## src/rtl/ccr_branch_unit.sv

```systemverilog
// ---------------------------------------------------------------------------
// ccr_branch_unit
//
// Condition-code register (Z/N/C) plus the jump resolution logic that sits
// next to it in the execute stage. Jump conditions are evaluated against the
// "effective" flags: the current CCR with any same-cycle ALU write and
// set/clear-carry applied. This lets a flag-setting instruction and a dependent
// jump resolve without a bubble. A taken jump produces a one-cycle registered
// branch_taken pulse with its target, and holds flush high for FLUSH_CYCLES
// non-stalled cycles so the younger fetch/decode instructions are squashed.
//
// Ports
//   clk            clock, all state updates on the rising edge
//   rst            asynchronous active-low reset
//   alu_flags[2:0] ALU flags from execute: [0]=Z, [1]=N, [2]=C
//   flag_wr_en     execute-stage instruction writes flags this cycle
//   flag_mask[2:0] per-bit write enable for alu_flags
//   setc / clrc    force C to 1 / 0 (setc has priority)
//   jmp_valid      jump instruction present this cycle
//   jmp_type[1:0]  00 JMP, 01 JZ, 10 JN, 11 JC
//   jmp_target     jump destination address
//   int_save       copy effective flags into the interrupt shadow register
//   rti_restore    reload CCR from the interrupt shadow register
//   stall          pipeline freeze; every register holds
//   ccr[2:0]       architectural flag register
//   saved_ccr[2:0] interrupt shadow copy of the flags
//   branch_taken   registered one-cycle pulse for a taken jump
//   branch_target  registered target, valid while branch_taken=1
//   flush          squash for fetch/decode, high exactly while in FLUSH
// ---------------------------------------------------------------------------
module ccr_branch_unit #(
  parameter int FLUSH_CYCLES = 2,
  parameter int ADDR_W       = 16
) (
  input  logic              clk,
  input  logic              rst,
  input  logic [2:0]        alu_flags,
  input  logic              flag_wr_en,
  input  logic [2:0]        flag_mask,
  input  logic              setc,
  input  logic              clrc,
  input  logic              jmp_valid,
  input  logic [1:0]        jmp_type,
  input  logic [ADDR_W-1:0] jmp_target,
  input  logic              int_save,
  input  logic              rti_restore,
  input  logic              stall,
  output logic [2:0]        ccr,
  output logic [2:0]        saved_ccr,
  output logic              branch_taken,
  output logic [ADDR_W-1:0] branch_target,
  output logic              flush
);

  localparam logic [2:0] FLUSH_LOAD = 3'(FLUSH_CYCLES);

  typedef enum logic {
    ST_IDLE  = 1'b0,
    ST_FLUSH = 1'b1
  } state_t;

  state_t              state_q, state_d;
  logic [2:0]          cnt_q, cnt_d;
  logic [2:0]          ccr_q, ccr_d;
  logic [2:0]          saved_q, saved_d;
  logic                taken_q, taken_d;
  logic [ADDR_W-1:0]   target_q, target_d;

  logic                accept;      // instructions in execute are live (not squashed)
  logic [2:0]          wr_merged;   // ccr with the masked ALU write applied
  logic [2:0]          eff;         // effective flags seen by jumps and saves
  logic                cond_met;
  logic                jump_taken;
  logic [2:0]          clr_mask;    // flag tested by a conditional jump

  assign accept = (state_q == ST_IDLE);

  // Per-bit masked ALU write; squashed while flushing.
  generate
    for (genvar gi = 0; gi < 3; gi++) begin : g_flag_wr
      assign wr_merged[gi] = (accept && flag_wr_en && flag_mask[gi]) ? alu_flags[gi]
                                                                     : ccr_q[gi];
    end
  endgenerate

  always_comb begin
    eff = wr_merged;
    if (accept) begin
      if (setc) begin
        eff[2] = 1'b1;
      end else if (clrc) begin
        eff[2] = 1'b0;
      end
    end
  end

  always_comb begin
    cond_met = 1'b0;
    clr_mask = 3'b000;
    case (jmp_type)
      2'b00: begin cond_met = 1'b1;   clr_mask = 3'b000; end
      2'b01: begin cond_met = eff[0]; clr_mask = 3'b001; end
      2'b10: begin cond_met = eff[1]; clr_mask = 3'b010; end
      default: begin cond_met = eff[2]; clr_mask = 3'b100; end
    endcase
  end

  assign jump_taken = jmp_valid && accept && !stall && cond_met;

  // Next-state and next-register logic. Everything holds under stall;
  // the branch pulse is simply not regenerated, so it cannot stretch.
  always_comb begin
    state_d  = state_q;
    cnt_d    = cnt_q;
    ccr_d    = ccr_q;
    saved_d  = saved_q;
    taken_d  = jump_taken;
    target_d = target_q;

    if (!stall) begin
      // rti reads the old shadow value even when int_save overwrites it now.
      if (rti_restore) begin
        ccr_d = saved_q;
      end else if (jump_taken) begin
        ccr_d = eff & ~clr_mask;
      end else begin
        ccr_d = eff;
      end

      if (int_save) begin
        saved_d = eff;
      end

      if (jump_taken) begin
        target_d = jmp_target;
      end

      case (state_q)
        ST_IDLE: begin
          if (jump_taken) begin
            state_d = ST_FLUSH;
            cnt_d   = FLUSH_LOAD;
          end
        end
        ST_FLUSH: begin
          if (cnt_q <= 3'd1) begin
            state_d = ST_IDLE;
            cnt_d   = 3'd0;
          end else begin
            cnt_d = cnt_q - 3'd1;
          end
        end
        default: begin
          state_d = ST_IDLE;
          cnt_d   = 3'd0;
        end
      endcase
    end
  end

  always_ff @(posedge clk or negedge rst) begin
    if (!rst) begin
      state_q  <= ST_IDLE;
      cnt_q    <= 3'd0;
      ccr_q    <= 3'b000;
      saved_q  <= 3'b000;
      taken_q  <= 1'b0;
      target_q <= '0;
    end else begin
      state_q  <= state_d;
      cnt_q    <= cnt_d;
      ccr_q    <= ccr_d;
      saved_q  <= saved_d;
      taken_q  <= taken_d;
      target_q <= target_d;
    end
  end

  assign ccr           = ccr_q;
  assign saved_ccr     = saved_q;
  assign branch_taken  = taken_q;
  assign branch_target = target_q;
  assign flush         = (state_q == ST_FLUSH);

endmodule

```

## config.mk

```make
export PLATFORM = sky130hd
export DESIGN_NAME = ccr_branch_unit
export DESIGN_NICKNAME = d
export VERILOG_FILES = /design/src/rtl/ccr_branch_unit.sv
export SDC_FILE = /design/constraint.sdc
export NUM_CORES = 1
export LEC_CHECK = 0
export BUFFER_PORTS_ARGS = -buffer_cell sky130_fd_sc_hd__buf_2
export CORE_ASPECT_RATIO = 1.4
export CORE_UTILIZATION = 35
export CTS_BUF_LIST = sky130_fd_sc_hd__clkbuf_8
export DETAILED_ROUTE_END_ITERATION = 10
export GPL_TIMING_DRIVEN = 0
export PLACE_DENSITY_LB_ADDON = 0.12
export RECOVER_POWER = 25
export SLEW_MARGIN = 20
export SYNTH_ARGS = -nofsm -noshare
export SYNTH_HDL_FRONTEND = slang
export SYNTH_SLANG_ARGS = --single-unit
```

## constraint.sdc

```tcl
create_clock -name clk -period 2.39 [get_ports clk]
set_input_delay 0.478 -clock clk [delete_from_list [all_inputs] [get_ports clk]]
set_output_delay 0.478 -clock clk [all_outputs]
set_load 0.01 [all_outputs]
```

# Word-level counts from Yosys, hierarchy flattened
# Index checks and enable logic that the tools add are counted.
op_classes:
  addsub: 1
  magnitude_cmp: 1
  eq_ne: 3
  muxes: 16
  bitwise: 4
  n_reduce_logical: 12
op_table:
  columns: ["op", "count"]
  rows:
  - ["3-bit two-way mux", 4]
  - ["3-bit case mux with 3 select lines", 1]
  - ["1-bit two-way mux", 8]
  - ["1-bit logical AND", 7]
  - ["3-bit case mux with 2 select lines", 1]
  - ["2-bit AND reduction", 3]
  - ["3-bit bitwise AND", 1]
  - ["3-bit by 1-bit <= comparator with 1-bit output, second input constant", 1]
  - ["3-bit inverter", 1]
  - ["1-bit case mux with 3 select lines", 1]
  - ["3-bit by 1-bit subtractor with 3-bit output, second input constant", 1]
  - ["2-bit by 1-bit equality test with 1-bit output, second input constant", 1]
  - ["2-bit equality test, second input constant", 1]
  - ["2-bit logical NOT", 1]
  - ["2-bit != test, second input constant", 1]
  - ["1-bit inverter", 2]
  - ["1-bit case mux with 2 select lines", 1]
  - ["1-bit logical NOT", 1]
totals:
  reg_bits: 27
  inputBits: 33
  word_cells: 43

# Longest topological paths before layout
# Gate-level depths: netlist (run 1).
depth:
  depth_word: 11
  ltp_mapped: 6
  ltp_nobuf: 6

# Least setup slack after synthesis (run 1)
# No wires, ideal clock.
synth_path:
  path_kind: "input to register"
  startpoint: "input flag_wr_en"
  endpoint: "register target_q[10] (netlist: branch_target[10])"
  arrival_ps: 1686
  required_ps: 2265
  slack_ps: 579
  cell_stages: 6
  cell_sequence: "nor2b_1 nand4b_1 nand3_1 o311ai_2 buf_6 mux2_4"
synth_between:
  elab_chain_len: 9
synth_rtl:
  columns: ["element", "line", "source"]
  rows:
  - ["from (decl)", "38", "input logic flag_wr_en,"]
  - ["1-bit logical AND *", "81", "assign wr_merged[gi] = (accept && flag_wr_en && flag_mask[gi]) ? alu_flags[gi]"]
  - ["1-bit logical AND", "81", null]
  - ["1-bit two-way mux", "81", null]
  - ["1-bit two-way mux", "91", "end else if (clrc) begin"]
  - ["1-bit two-way mux", "89", "if (setc) begin"]
  - ["1-bit two-way mux", "88", "if (accept) begin"]
  - ["1-bit case mux with 3 select lines *", "100", "case (jmp_type)"]
  - ["1-bit logical AND *", "108", "assign jump_taken = jmp_valid && accept && !stall && cond_met;"]
  - ["2-bit AND reduction (no line) *", null, null]
  - ["to (signal assigned)", "175", "target_q <= target_d;"]
  - ["to (decl)", "67", "logic [ADDR_W-1:0] target_q, target_d;"]
# Every way passes the cells marked *; elsewhere a longest branch is shown, timed or not.
# A chain may end at the register's enable or synchronous reset.

# Final worst setup path (run 1)
layout_path:
  startpoint: "register state_q (netlist: flush)"
  endpoint: "register target_q[3] (netlist: branch_target[3])"
layout_between:
  elab_chain_len: 10
layout_rtl:
  columns: ["element", "line", "source"]
  rows:
  - ["from (decl)", "62", "state_t state_q, state_d;"]
  - ["from (signal assigned)", "170", "state_q <= state_d;"]
  - ["1-bit inverter", null, null]
  - ["1-bit logical AND (2 in series)", "81", null]
  - ["1-bit two-way mux", "81", null]
  - ["1-bit two-way mux", "91", null]
  - ["1-bit two-way mux", "89", null]
  - ["1-bit two-way mux", "88", null]
  - ["1-bit case mux with 3 select lines", "100", null]
  - ["1-bit logical AND *", "108", null]
  - ["2-bit AND reduction (no line) *", null, null]
# Marks and branches as above.

==> results.tsv, run 1 <==
stage	metric	value	unit
status	status	completed	
sta	Final Cycle Share	83.7	%
worst_setup_path	crit-path max FO	10	
clocking	CTS tree	built	
sta	RSZ-0062 raised after global routing	no	
clocking	root buf cell	clkbuf_8	
route	Post-Route WL	2620	µm
place	routability congestion estimate	0.730	
route	routed len/inst	13.3	µm
die	die height	73.6	µm
power	Total Power	1.81	mW
route	drt first pass iters	4	
worst_hold_path	Hold Crit Start	jmp_target[1]	
clocking	clk slew on worst S/H paths	90	ps
yosys	Cell Area, Synth	1280	µm²
worst_setup_path	R2R Path End	branch_target[3]	
clocking	CTS buffer count	3	
route	vias	987	
route	DRC viols	0	
clocking	Clock Sinks	27	
layout	Antenna Cells	0	
sta	Fin. Hold Viols	0	
yosys	register area share after synthesis	52.8	%
power	power per cell area	1090	nW/µm²
die	top-level port count	57	
yosys	Synth Area in Compound Gates	12.1	%
die	starting density of the core	37.2	%
worst_hold_path	hold worst-path end	branch_target[1]	
worst_hold_path	hold depth	2	
worst_setup_path	CP Class	flop to flop	
route	DR iter-0 viols	21	
yosys	multiplexer share of the synthesized area	21.0	%
global_routing	grt ovf	0	
layout	post-route insts no fill	197	
power	Peak VDD IR	0.000535	V
layout	Syn-to-layout area delta	29.3	%
yosys	post-synthesis cell count	97	
yosys	simple-gate share of the synthesized area	8.02	%
route	drt via density	5.01	
sta	max-slew violation count	0	
sta	Max-slew headroom	5.30	%
yosys	Distinct cells, synth	32	
clocking	CTS Buffer Depth	2	
yosys	Yosys reg bits	27	
global_routing	vias in the first global route	977	
sta	Worst Skew	2.79	ps
yosys	Synth Area in XOR/XNOR	0	%
power	LEAKAGE	0.881	nW
worst_setup_path	Reg2Reg Depth	6	
yosys	Post-Syn Nets	132	
global_routing	largest net degree at the start of global routing	28	
worst_hold_path	HP Class	input pin to flop	
global_routing	initial antenna violation count	0	
place	port bufs	56	
worst_setup_path	crit start category	flop	
sta	Tightest Pin Transition	1420	ps
yosys	post-synthesis adder-cell area fraction	1.96	%
worst_setup_path	r2r setup slk	390	ps
yosys	mean area per synthesized cell	13.2	µm²
die	die area	3910	µm²
route	Routed Antenna Nets	0	
die	core area	3440	µm²
worst_setup_path	CP endpoint kind	flop	
worst_setup_path	Worst R2R Start	flush	
die	row cnt	25	
layout	fraction of layout instances using a drive strength above 1	51.6	%
global_routing	first-pass GRT wire length	4150	µm
flow_run	max cap viols	0	
clocking	# hold bufs at CTS	0	
worst_setup_path	crit path DAT	2160	ps
clocking	CTS resizes	0	
yosys	yosys warns	0	
sta	endpoints failing setup	0	
place	placed cell count	193	
sta	minimum clock period	2000	ps
die	Die Wd	53.1	µm
global_routing	GRT Overall Usage	14.6	%
layout	final core utilization	48.1	%
sta	TNS Setup	0	ps
yosys	largest family of logic cells by synthesized area	multiplexers	
clocking	post-CTS setup buffers	0	
worst_setup_path	Critical Path RT	2550	ps
clocking	H-tree Lvls	1	
sta	Achievable Freq	500	MHz
layout	NumNets Final	193	
place	dpl hpwl	1990	µm
clocking	Clk Latency, worst-skew pair	270	ps
## Yosys cell counts (all sizes together)
cell type  instances  share of area, %
dfrtp             27                53
mux2              18                20
inv                7               2.1
nand2              5               1.5
a21oi              4               1.6
o21ai              3               1.2
a311oi             2               1.4
a31o               2               1.4
a31oi              2              0.98
buf                2               1.8
ha                 2               2.0
nand2b             2               1.2
nand3              2              0.78
nand3b             2               1.2
nor3               2              0.78
o311ai             2               2.0
a211oi             1              0.59
a21o               1              0.59
a221oi             1              0.68
a22oi              1              0.59
a32oi              1              0.68
clkbuf             1              0.29
mux2i              1              0.78
nand4b             1              0.68
nor2               1              0.29
nor2b              1              0.49
nor3b              1              0.59
o31ai              1              0.59
or2b               1              0.59
## report_power, final
part | switching, mW | internal [mW]
sequential | 0.126 | 0.659
combinational | 0.344 | 0.430
clock | 0.136 | 0.117
## kinds of logic after synthesis
logic type,count (synthesis)
and+or+nand+nor,18
AOI/OAI and AO/OA,21
DFF,27
muxes,19
buffers and inverters,10
adders and majority gates,2
## metrics by stage
stage | hold WS (ps) | instance area [µm²] | worst slack (ps)
2_1_floorplan | 182 | 1280 | 579
4_1_cts | 220 | 1660 | 390
3_5_place_dp | 486 | 1610 | 262
5_1_grt | 423 | 1660 | 277
6_report | 436 | 1660 | 390
3_3_place_gp | 486 | 1610 | 288
## worst max-delay path by stage
stage                    start                end  slack (ps)  depth (start not counted)
floorplan           flag_wr_en  branch_target[10]         580                          6
global placement    flag_wr_en   branch_target[9]         290                          7
detailed placement  flag_wr_en   branch_target[3]         260                          7
CTS                      flush   branch_target[3]         390                          6
global route             flush   branch_target[5]         280                          6
finish                   flush   branch_target[3]         390                          6
## cell type report
cell class	instances	area (µm²)
plain buffers	3	26.3
repair buffers	56	279
clock inverters	1	5.00
fillers	335	1790
clock buffers	3	41.3
multi-input cells	60	552
inverters	7	26.3
flip-flops and latches	27	676
well taps	40	50.0
## layer usage
metal	wire, µm	GRT usage [%]
met5	0	0
met4	22	5.26
met3	186	2.69
met2	1260	26.2
met1	1140	16.8
## critical path, stage by stage, from the launching register on
cell,delay [ps]
dfrtp_1,500
nor2b_1,150
nand4b_1,110
nand3_1,140
o311ai_2,430
buf_6,250
mux2_4,320
## state kept, by name, summed over array words and instances, names as in the netlist
signal / flops
branch_target: 16
cnt_q: 3
ccr: 3
saved_ccr: 3
flush: 1
branch_taken: 1
## cells in the final DEF (no fill, tap or decap), types with 2 or more instances in the layout
cell      synthesis  routed
a31oi_1           2       2
clkbuf_8          0       3
nand2_1           5       5
inv_1             7       7
nor3_1            2       2
a21oi_1           4       4
nand3_1           2       2
mux2_4           15      15
buf_2             0      55
clkbuf_1          1       2
o21ai_0           3       3
nand3b_1          2       2
ha_1              2       2
dfrtp_1          27      27
mux2_2            3       3
a31o_1            2       2
buf_6             2       2
a311oi_1          2       2
Note: power is estimated with default switching activity, not from simulation.
==> inputs of run 2 (changes only) <==
--- a/config.mk
+++ b/config.mk
@@ -5,6 +5,7 @@
 export SDC_FILE = /design/constraint.sdc
 export NUM_CORES = 1
 export LEC_CHECK = 0
+export ABC_AREA = 1
 export BUFFER_PORTS_ARGS = -buffer_cell sky130_fd_sc_hd__buf_2
 export CORE_ASPECT_RATIO = 1.4
 export CORE_UTILIZATION = 35
==> constraint.sdc (replaced) <==
create_clock -name clk -period 1.7 [get_ports clk]
set_input_delay 0.34 -clock clk [delete_from_list [all_inputs] [get_ports clk]]
set_output_delay 0.34 -clock clk [all_outputs]
set_load 0.01 [all_outputs]
==> run 2 against run 1 <==
Flip-flop and latch count stayed put. Setup slack got worse by 220 ps. Via count is 28% higher. Cell area is 0.91% higher.
==> results.tsv, run 2 <==
stage	metric	value	unit
status	status	completed	
yosys	Synth Area in XOR/XNOR	0.678	%
worst_setup_path	crit start category	flop	
clocking	Clk Latency, worst-skew pair	270	ps
power	Peak VDD IR	0.000735	V
yosys	Yosys reg bits	27	
route	DR iter-0 viols	22	
worst_hold_path	Hold Crit Start	jmp_target[4]	
layout	max reg flops	16	
clocking	CTS Buffer Depth	2	
yosys	Distinct cells, synth	21	
power	Int Pwr	1.46	mW
place	dpl hpwl	2300	µm
worst_setup_path	R2R Path End	branch_target[8]	
clocking	clk slew on worst S/H paths	90	ps
yosys	Post-synth ARST share	100	%
sta	TNS Setup	0	ps
sta	Worst Skew	6.40	ps
sta	Fin. Hold Viols	0	
sta	Achievable Freq	653	MHz
worst_setup_path	CP endpoint kind	flop	
die	Die Wd	53.4	µm
layout	NumNets Final	254	
clocking	root buf cell	clkbuf_8	
global_routing	grt ovf	0	
sta	endpoints failing setup	0	
yosys	largest family of logic cells by synthesized area	simple AND/OR/NAND/NOR gates	
yosys	cell with the most instances after synthesis	nand2_1	
global_routing	vias in the first global route	1141	
power	switching part of the total power	38.7	%
layout	most common cell after layout, fill and taps aside	nand2_1	
worst_setup_path	CP Class	flop to flop	
sta	Tightest Pin Transition	1420	ps
yosys	post-synthesis cell count	158	
power	clock power share	15.1	%
route	drt first pass iters	4	
power	Seq pwr share	44.0	%
power	power per cell area	1420	nW/µm²
worst_setup_path	crit path DAT	1700	ps
clocking	H-tree Lvls	1	
layout	Syn-to-layout area delta	29.2	%
layout	Fillers	359	
yosys	Synth Area in Compound Gates	5.42	%
power	P_sw	920	µW
layout	Final Cell Area	1670	µm²
yosys	Yosys top cell area share	52.3	%
route	Routed Antenna Nets	0	
die	die area	3940	µm²
clocking	Clock Sinks	27	
route	routed len/inst	11.6	µm
global_routing	largest net degree at the start of global routing	28	
die	row cnt	25	
place	routability congestion estimate	0.834	
flow_run	max cap viols	0	
place	placed inst area	1620	µm²
sta	Max-slew headroom	5.49	%
yosys	ranking of synthesized cells by area	dfrtp_1 (52%), nand2_1 (19%), nand2_2 (4.8%)	
route	DRC viols	0	
sta	max-slew violation count	0	
yosys	yosys warns	0	
yosys	Post-Syn Nets	193	
sta	RSZ-0062 raised after global routing	no	
yosys	dominant synthesized flop cell	dfrtp_1	
yosys	mean area per synthesized cell	8.18	µm²
yosys	Cell Area, Synth	1290	µm²
worst_hold_path	HP Class	input pin to flop	
yosys	top post-synthesis cells by count	nand2_1 (65), dfrtp_1 (27), inv_1 (10), nand2_2 (10), nand3_1 (10)	
worst_setup_path	crit-path max FO	10	
yosys	largest area contributor in the netlist	dfrtp_1	
global_routing	GRT Overall Usage	16.2	%
power	Comb pwr share	40.9	%
layout	fraction of layout instances using a drive strength above 1	35.3	%
die	top-level port count	57	
global_routing	first-pass GRT wire length	4690	µm
worst_hold_path	hold worst-path end	branch_target[4]	
clocking	CTS buffer count	3	
route	drt via density	4.88	
power	LEAKAGE	0.965	nW
worst_setup_path	Reg2Reg Depth	9	
route	vias	1259	
layout	commonest cells after routing, fill and taps aside	nand2_1 (65), buf_2 (56), dfrtp_1 (26)	
worst_setup_path	r2r setup slk	170	ps
yosys	EDFF count, synth	0	
clocking	CTS tree	built	
global_routing	initial antenna violation count	0	
route	Post-Route WL	3000	µm
clocking	# hold bufs at CTS	0	
yosys	post-synthesis adder-cell area fraction	1.94	%
yosys	simple-gate share of the synthesized area	33.2	%
layout	Antenna Cells	0	
yosys	multiplexer share of the synthesized area	0	%
place	port bufs	56	
sta	Final Cycle Share	90.0	%
sta	minimum clock period	1530	ps
die	core area	3440	µm²
worst_setup_path	Critical Path RT	1870	ps
yosys	register area share after synthesis	52.3	%
die	starting density of the core	37.6	%
worst_hold_path	hold depth	3	
worst_setup_path	Worst R2R Start	flush	
die	die height	73.9	µm
-- run 2: cell types whose count changed in the layout (fill, tap and decap cells not counted), moves of 3 or more --
| cell | change |
|---|---|
| mux2_4 | -15 |
| nor2_1 | +5 |
| nand2_1 | +60 |
| nand2_2 | +10 |
| mux2_2 | -3 |
| inv_1 | +4 |
| nand4_1 | +4 |
| nand3_1 | +8 |
-- run 2: worst max-delay path by stage --
stage | slack [ps] | end | cells past startpoint | start
6_report | 170 | branch_target[8] | 9 | flush
5_1_grt | 10 | branch_target[15] | 9 | flush
4_1_cts | 90 | branch_target[10] | 9 | flush
3_5_place_dp | 110 | branch_target[10] | 9 | flush
3_3_place_gp | 150 | branch_target[7] | 9 | flush
2_1_floorplan | 290 | cnt_q[1] | 9 | flush
-- run 2: area by class of cell --
type                            count  area, µm²  area share [%]
Buffer                              3       32.5            1.95
Clock buffer                        3       41.3            2.47
Clock inverter                      1       3.75           0.225
Inverter                           13       53.8            3.22
Multi-Input combinational cell    115        533            31.9
Sequential cell                    27        677            40.5
Tap cell                           40       50.0            3.00
Timing Repair Buffer               56        279            16.7
-- run 2: layer usage --
layer	up-vias	part of all wire (%)	GRT usage, %
met2	53	49	27.9
met1	576	42	18.4
li1	620	-	-
met3	10	6.2	2.69
met5	-	0	0
met4	0	2.5	9.36
-- run 2: kinds of logic after synthesis --
family	count (synthesis)
XOR/XNOR	1
AND/OR/NAND/NOR	99
flip-flops	27
buffers and inverters	16
AO/OA/AOI/OAI	13
adder cells (fa/ha/maj)	2
-- run 2: worst max-delay path: stages, from the launching register on --
cell,delay (ps)
dfrtp_2,460
inv_4,120
nand4_1,150
nand3_1,120
nand2_1,70
nor2_2,90
nand2_2,90
buf_2,200
nand2_1,80
nand2_1,50
-- run 2: power groups by stage --
stage	Sequential [mW]	Combinational (mW)	Clock, mW
after floorplan	1.16	0.477	0
after global placement	1.04	0.956	0
after detailed placement	1.05	0.987	0
after CTS	1.04	0.990	0.369
after global routing	1.09	1.09	0.400
final	1.05	0.974	0.359
-- run 2: metrics by stage --
step	worst slack, ps	hold slack (ps)	util [%]	cells	total power, mW
final	169	257	48.5	258	2.38
after global routing	13.2	247	48.5	258	2.58
after CTS	88.6	84.8	48.5	258	2.40
after detailed placement	110	387	47.2	254	2.04
after global placement	147	375	47.2	254	2.00
after floorplan	295	44.4	-	158	1.64
-- run 2: what timing repair did --
| item | in CTS | in global routing |
|---|---|---|
| buffers inserted | 0 | 0 |
| gates resized for setup | 0 | 2 |
| endpoints found under the setup margin | 0 | 20 |
